$ cat config.mk
export PLATFORM = sky130hd
export DESIGN_NAME = mdu_dispatch
export DESIGN_NICKNAME = d
export VERILOG_FILES = /design/src/rtl/mdu_dispatch.sv
export SDC_FILE = /design/constraint.sdc
export NUM_CORES = 1
export LEC_CHECK = 0
export ABC_AREA = 1
export ABC_CLOCK_PERIOD_IN_PS = 1700
export BUFFER_PORTS_ARGS = -buffer_cell sky130_fd_sc_hd__buf_2
export CORE_MARGIN = 2
export CORE_UTILIZATION = 51
export CTS_BUF_LIST = sky130_fd_sc_hd__clkbuf_8
export DETAILED_ROUTE_END_ITERATION = 10
export PLACE_DENSITY_LB_ADDON = 0.25
export SETUP_SLACK_MARGIN = 0.15
export SLEW_MARGIN = 0
export SYNTH_ARGS = -nofsm -noshare
export SYNTH_HDL_FRONTEND = slang
export SYNTH_SLANG_ARGS = --single-unit
$ cat constraint.sdc
create_clock -name clk -period 1.7 [get_ports clk]
set_clock_uncertainty 0.05 [all_clocks]
set_input_delay 0.17 -clock clk [delete_from_list [all_inputs] [get_ports clk]]
set_output_delay 0.17 -clock clk [all_outputs]
set_load 0.02 [all_outputs]
$ cat src/rtl/mdu_dispatch.sv
// mdu_dispatch: E-stage initiator for the multiply/divide unit handshake.
// Launches long ops with a one-cycle start pulse, passes short ops through, and stalls D while busy.
module mdu_dispatch #(
    parameter int TIMEOUT = 16
) (
    input  logic        clk,
    input  logic        reset,
    input  logic        req_valid,
    input  logic [4:0]  req_op,
    input  logic [31:0] req_a,
    input  logic [31:0] req_b,
    output logic        req_ready,
    output logic        stall_d,
    output logic        mdu_start,
    output logic [4:0]  mdu_op,
    output logic [31:0] mdu_d1,
    output logic [31:0] mdu_d2,
    input  logic        mdu_busy,
    output logic        err_timeout
);
    localparam logic [4:0] OP_NONE  = 5'd0;
    localparam logic [4:0] OP_MULT  = 5'd1;
    localparam logic [4:0] OP_DIVU  = 5'd4;
    localparam logic [4:0] OP_MFHI  = 5'd5;
    localparam logic [4:0] OP_MTLO  = 5'd8;
    localparam int CW = $clog2(TIMEOUT + 2);

    typedef enum logic [1:0] {IDLE, ISSUE, WAIT} state_t;

    state_t        state_q;
    logic          start_q;
    logic          err_q;
    logic [4:0]    op_q;
    logic [31:0]   a_q;
    logic [31:0]   b_q;
    logic [CW-1:0] cnt_q;
    logic          is_long;
    logic          is_short;

    assign is_long     = req_op >= OP_MULT && req_op <= OP_DIVU;
    assign is_short    = req_op >= OP_MFHI && req_op <= OP_MTLO;
    assign req_ready   = state_q == IDLE && !mdu_busy;
    assign stall_d     = req_valid && !req_ready;
    assign mdu_start   = start_q;
    assign err_timeout = err_q;
    // Short ops bypass the holding registers so HI/LO moves complete in the accept cycle.
    assign mdu_op = start_q ? op_q : (req_valid && req_ready && is_short) ? req_op : OP_NONE;
    assign mdu_d1 = state_q == IDLE ? req_a : a_q;
    assign mdu_d2 = state_q == IDLE ? req_b : b_q;

    always_ff @(posedge clk) begin
        if (reset) begin
            state_q <= IDLE;
            start_q <= 1'b0;
            err_q   <= 1'b0;
            op_q    <= OP_NONE;
            a_q     <= '0;
            b_q     <= '0;
            cnt_q   <= '0;
        end else begin
            unique case (state_q)
                IDLE: begin
                    cnt_q <= '0;
                    if (req_valid && req_ready && is_long) begin
                        state_q <= ISSUE;
                        start_q <= 1'b1;
                        op_q    <= req_op;
                        a_q     <= req_a;
                        b_q     <= req_b;
                    end
                end
                ISSUE: begin
                    state_q <= WAIT;
                    start_q <= 1'b0;
                end
                WAIT: begin
                    // Watchdog only flags; the FSM keeps waiting for busy to fall.
                    if (cnt_q <= CW'(TIMEOUT)) cnt_q <= cnt_q + 1'b1;
                    if (cnt_q == CW'(TIMEOUT)) err_q <= 1'b1;
                    if (!mdu_busy) state_q <= IDLE;
                end
                default: state_q <= IDLE;
            endcase
        end
    end
endmodule
==> impl_metrics.toml <==
[worst_setup_path]
worstSetupEndpointType = "output pin"
criticalPathCategory = "reg2out"
worstPathArrival_ps = 1670
crit_fanout = 6
required_ps = 1480
crit_path_start_kind = "flop"

[placement]
gp_congestion = 0.863
io_buffers = 145
place_inst = 882
dpl.hpwl_mm = 6.59

[cells_and_area]
seq_area_um2 = 1570
mostFrequentLayoutCells = "nand2_1 (180), nor2_1 (139), buf_2 (84)"
fin_cells = 937
final_common_cell = "nand2_1"
syn2layout_area_growth_pct = 66.6
fillCellCount = 411
diodes = 0
nets = 906
multi_input_area_um2 = 2410
drive_above_1_share_pct = 37.1

[yosys]
synthCells = 664
syn_nets = 739
seq_area_frac_synth_pct = 39.5
ys_seq_elements = 78
ys_types = 22
syn_area_um2 = 3960
yosysWarnings = 0
syn_avg_cell_area_um2 = 5.96

[sta]
slew_viol_final = 0
fin_crit_ps = 1890
timing.slew.headroom_pct = 76.6
rsz0062_at_grt = "yes"
holdWs_ps = -5.44
setup_viol_count_final = 74
final_hold_viol_count = 1
fmax_mhz = 530
setup_ws_ps = -189
worst_pin_slew_ps = 351
period_share_pct = 111

[route]
routed_wl_mm = 15.1
antenna_left = 0
drtIter0Drc = 304
route.detailed.drc = 0
avgRoutedWirePerCell_um = 16.1
firstDrtPassIters = 5
vias = 4908
routed_via_density = 5.24

[clocking]
insertion_delay_ps = 350
cts_hold_buf = 0
cts-buffers-inserted = 9
cts_buffer_depth = 2
htreeDepth = 3
cts.sinks = 78
path_clk_slew_ps = 90
root_buffer = "clkbuf_8"
cts_tree = "done"

[outcome]
failed_checks = "hold timing, setup timing"
status = "finished, violations left"

[die]
dieWidth_um = 92.1
start_util_pct = 52.0
io_pins = 146
core_area_um2 = 7610
die_h_um = 92.1
die_area_um2 = 8480
placementRows = 32

[worst_hold_path]
hp-class = "in2reg"

[global_routing]
antenna_found_initial = 0
grtUsageTotal_pct = 27.0
grt_pass1_wl_mm = 18.5
grt_max_degree = 63
gr-total-overflow = 0
first_global_vias = 4134

[flow_run]
maxCapViolations = 0

[power]
power.density_nw_per_um2 = 691
vdd_drop_max_mv = 0.493
cellLeakagePower_nw = 3.50
cell usage after synthesis:
| library cell | number | area share [%] |
|---|---|---|
| nor2_4 | 1 | 0.28 |
| dfxtp_1 | 78 | 39 |
| o21ai_0 | 67 | 8.5 |
| a21oi_1 | 8 | 1.0 |
| ha_1 | 2 | 0.63 |
| inv_2 | 1 | 0.095 |
| nor2_1 | 145 | 14 |
| a21boi_0 | 1 | 0.19 |
| buf_4 | 1 | 0.19 |
| buf_6 | 1 | 0.28 |
| clkbuf_1 | 20 | 1.9 |
| buf_1 | 1 | 0.095 |
| clkinv_1 | 1 | 0.095 |
| nand3_4 | 1 | 0.44 |
| inv_1 | 82 | 7.8 |
| or2_2 | 1 | 0.16 |
| nand2_1 | 225 | 21 |
| nand3b_1 | 3 | 0.57 |
| o22ai_1 | 1 | 0.16 |
| buf_2 | 13 | 1.6 |
| nand4_1 | 1 | 0.16 |
| nand3_1 | 10 | 1.3 |
what timing repair did:
action                                  CTS  global route
gates cloned                              9            14
pin swaps                                 3             3
buffers inserted                         11             6
endpoints found under the setup margin  100           141
gates resized for setup                 133           192
metal layers:
layer / up-vias / GRT usage (%) / part of all wire, %
met4: 0 / 8.83 / 3.5
met2: 279 / 48.1 / 50
met1: 2260 / 32.8 / 38
li1: 2324 / - / -
met3: 45 / 4.85 / 8.0
met5: - / 0 / 0
area by class of cell:
type	instances	share of cell area, %
Tap cell	102	1.94
Clock buffer	10	2.09
Timing Repair Buffer	192	29.4
Sequential cell	78	23.8
Inverter	84	4.82
Clock inverter	5	1.50
Multi-Input combinational cell	466	36.5
worst max-delay path, stage by stage (launching register included):
cell and delay [ps]:
dfxtp_4 360, nor2_4 210, buf_6 140, buf_12 140
buf_16 130, nand2_1 60, o21ai_1 90, buf_4 160
cell families after synthesis:
group | after synthesis | share of synthesized area (%)
and+or+nand+nor | 387 | 38.0
DFF | 78 | 39.5
buffers and inverters | 120 | 12.1
adders and majority gates | 2 | 0.632
AOI/OAI and AO/OA | 77 | 9.84
worst paths after layout:
path | depth (start not counted) | slack [ps] | start | to
max | 7 | -190 | state_q[1] | mdu_d1[2]
min | 3 | -5 | req_a[10] | a_q[10]
max reg2reg | 10 | -30 | state_q[1] | b_q[15]
min reg2reg | 2 | 420 | op_q[0] | op_q[0]
state kept, by name, indices dropped and copies added, names as in the netlist:
name	count
a_q	32
b_q	32
cnt_q	5
op_q	5
state_q	2
err_timeout	1
mdu_start	1
stage by stage:
stage	util [%]	cell area (um2)	setup TNS [ps]	worst slack, ps	power, mW
4_1_cts	74.5	5670	-1050	-53.6	4.30
2_1_floorplan	-	3960	0	183	2.28
5_1_grt	86.6	6590	-12030	-208	4.69
3_3_place_gp	62.4	4750	0	207	2.51
6_report	86.6	6590	-7240	-189	4.56
3_5_place_dp	62.4	4750	0	144	2.53
report_power, final:
| part | switching, mW | internal (mW) | total, mW |
|---|---|---|---|
| registers | 0.0136 | 1.87 | 1.88 |
| clock network | 0.713 | 1.00 | 1.71 |
| logic | 0.535 | 0.430 | 0.964 |
| total | 1.26 | 3.30 | 4.56 |
Power figures use the tool's default switching activity.
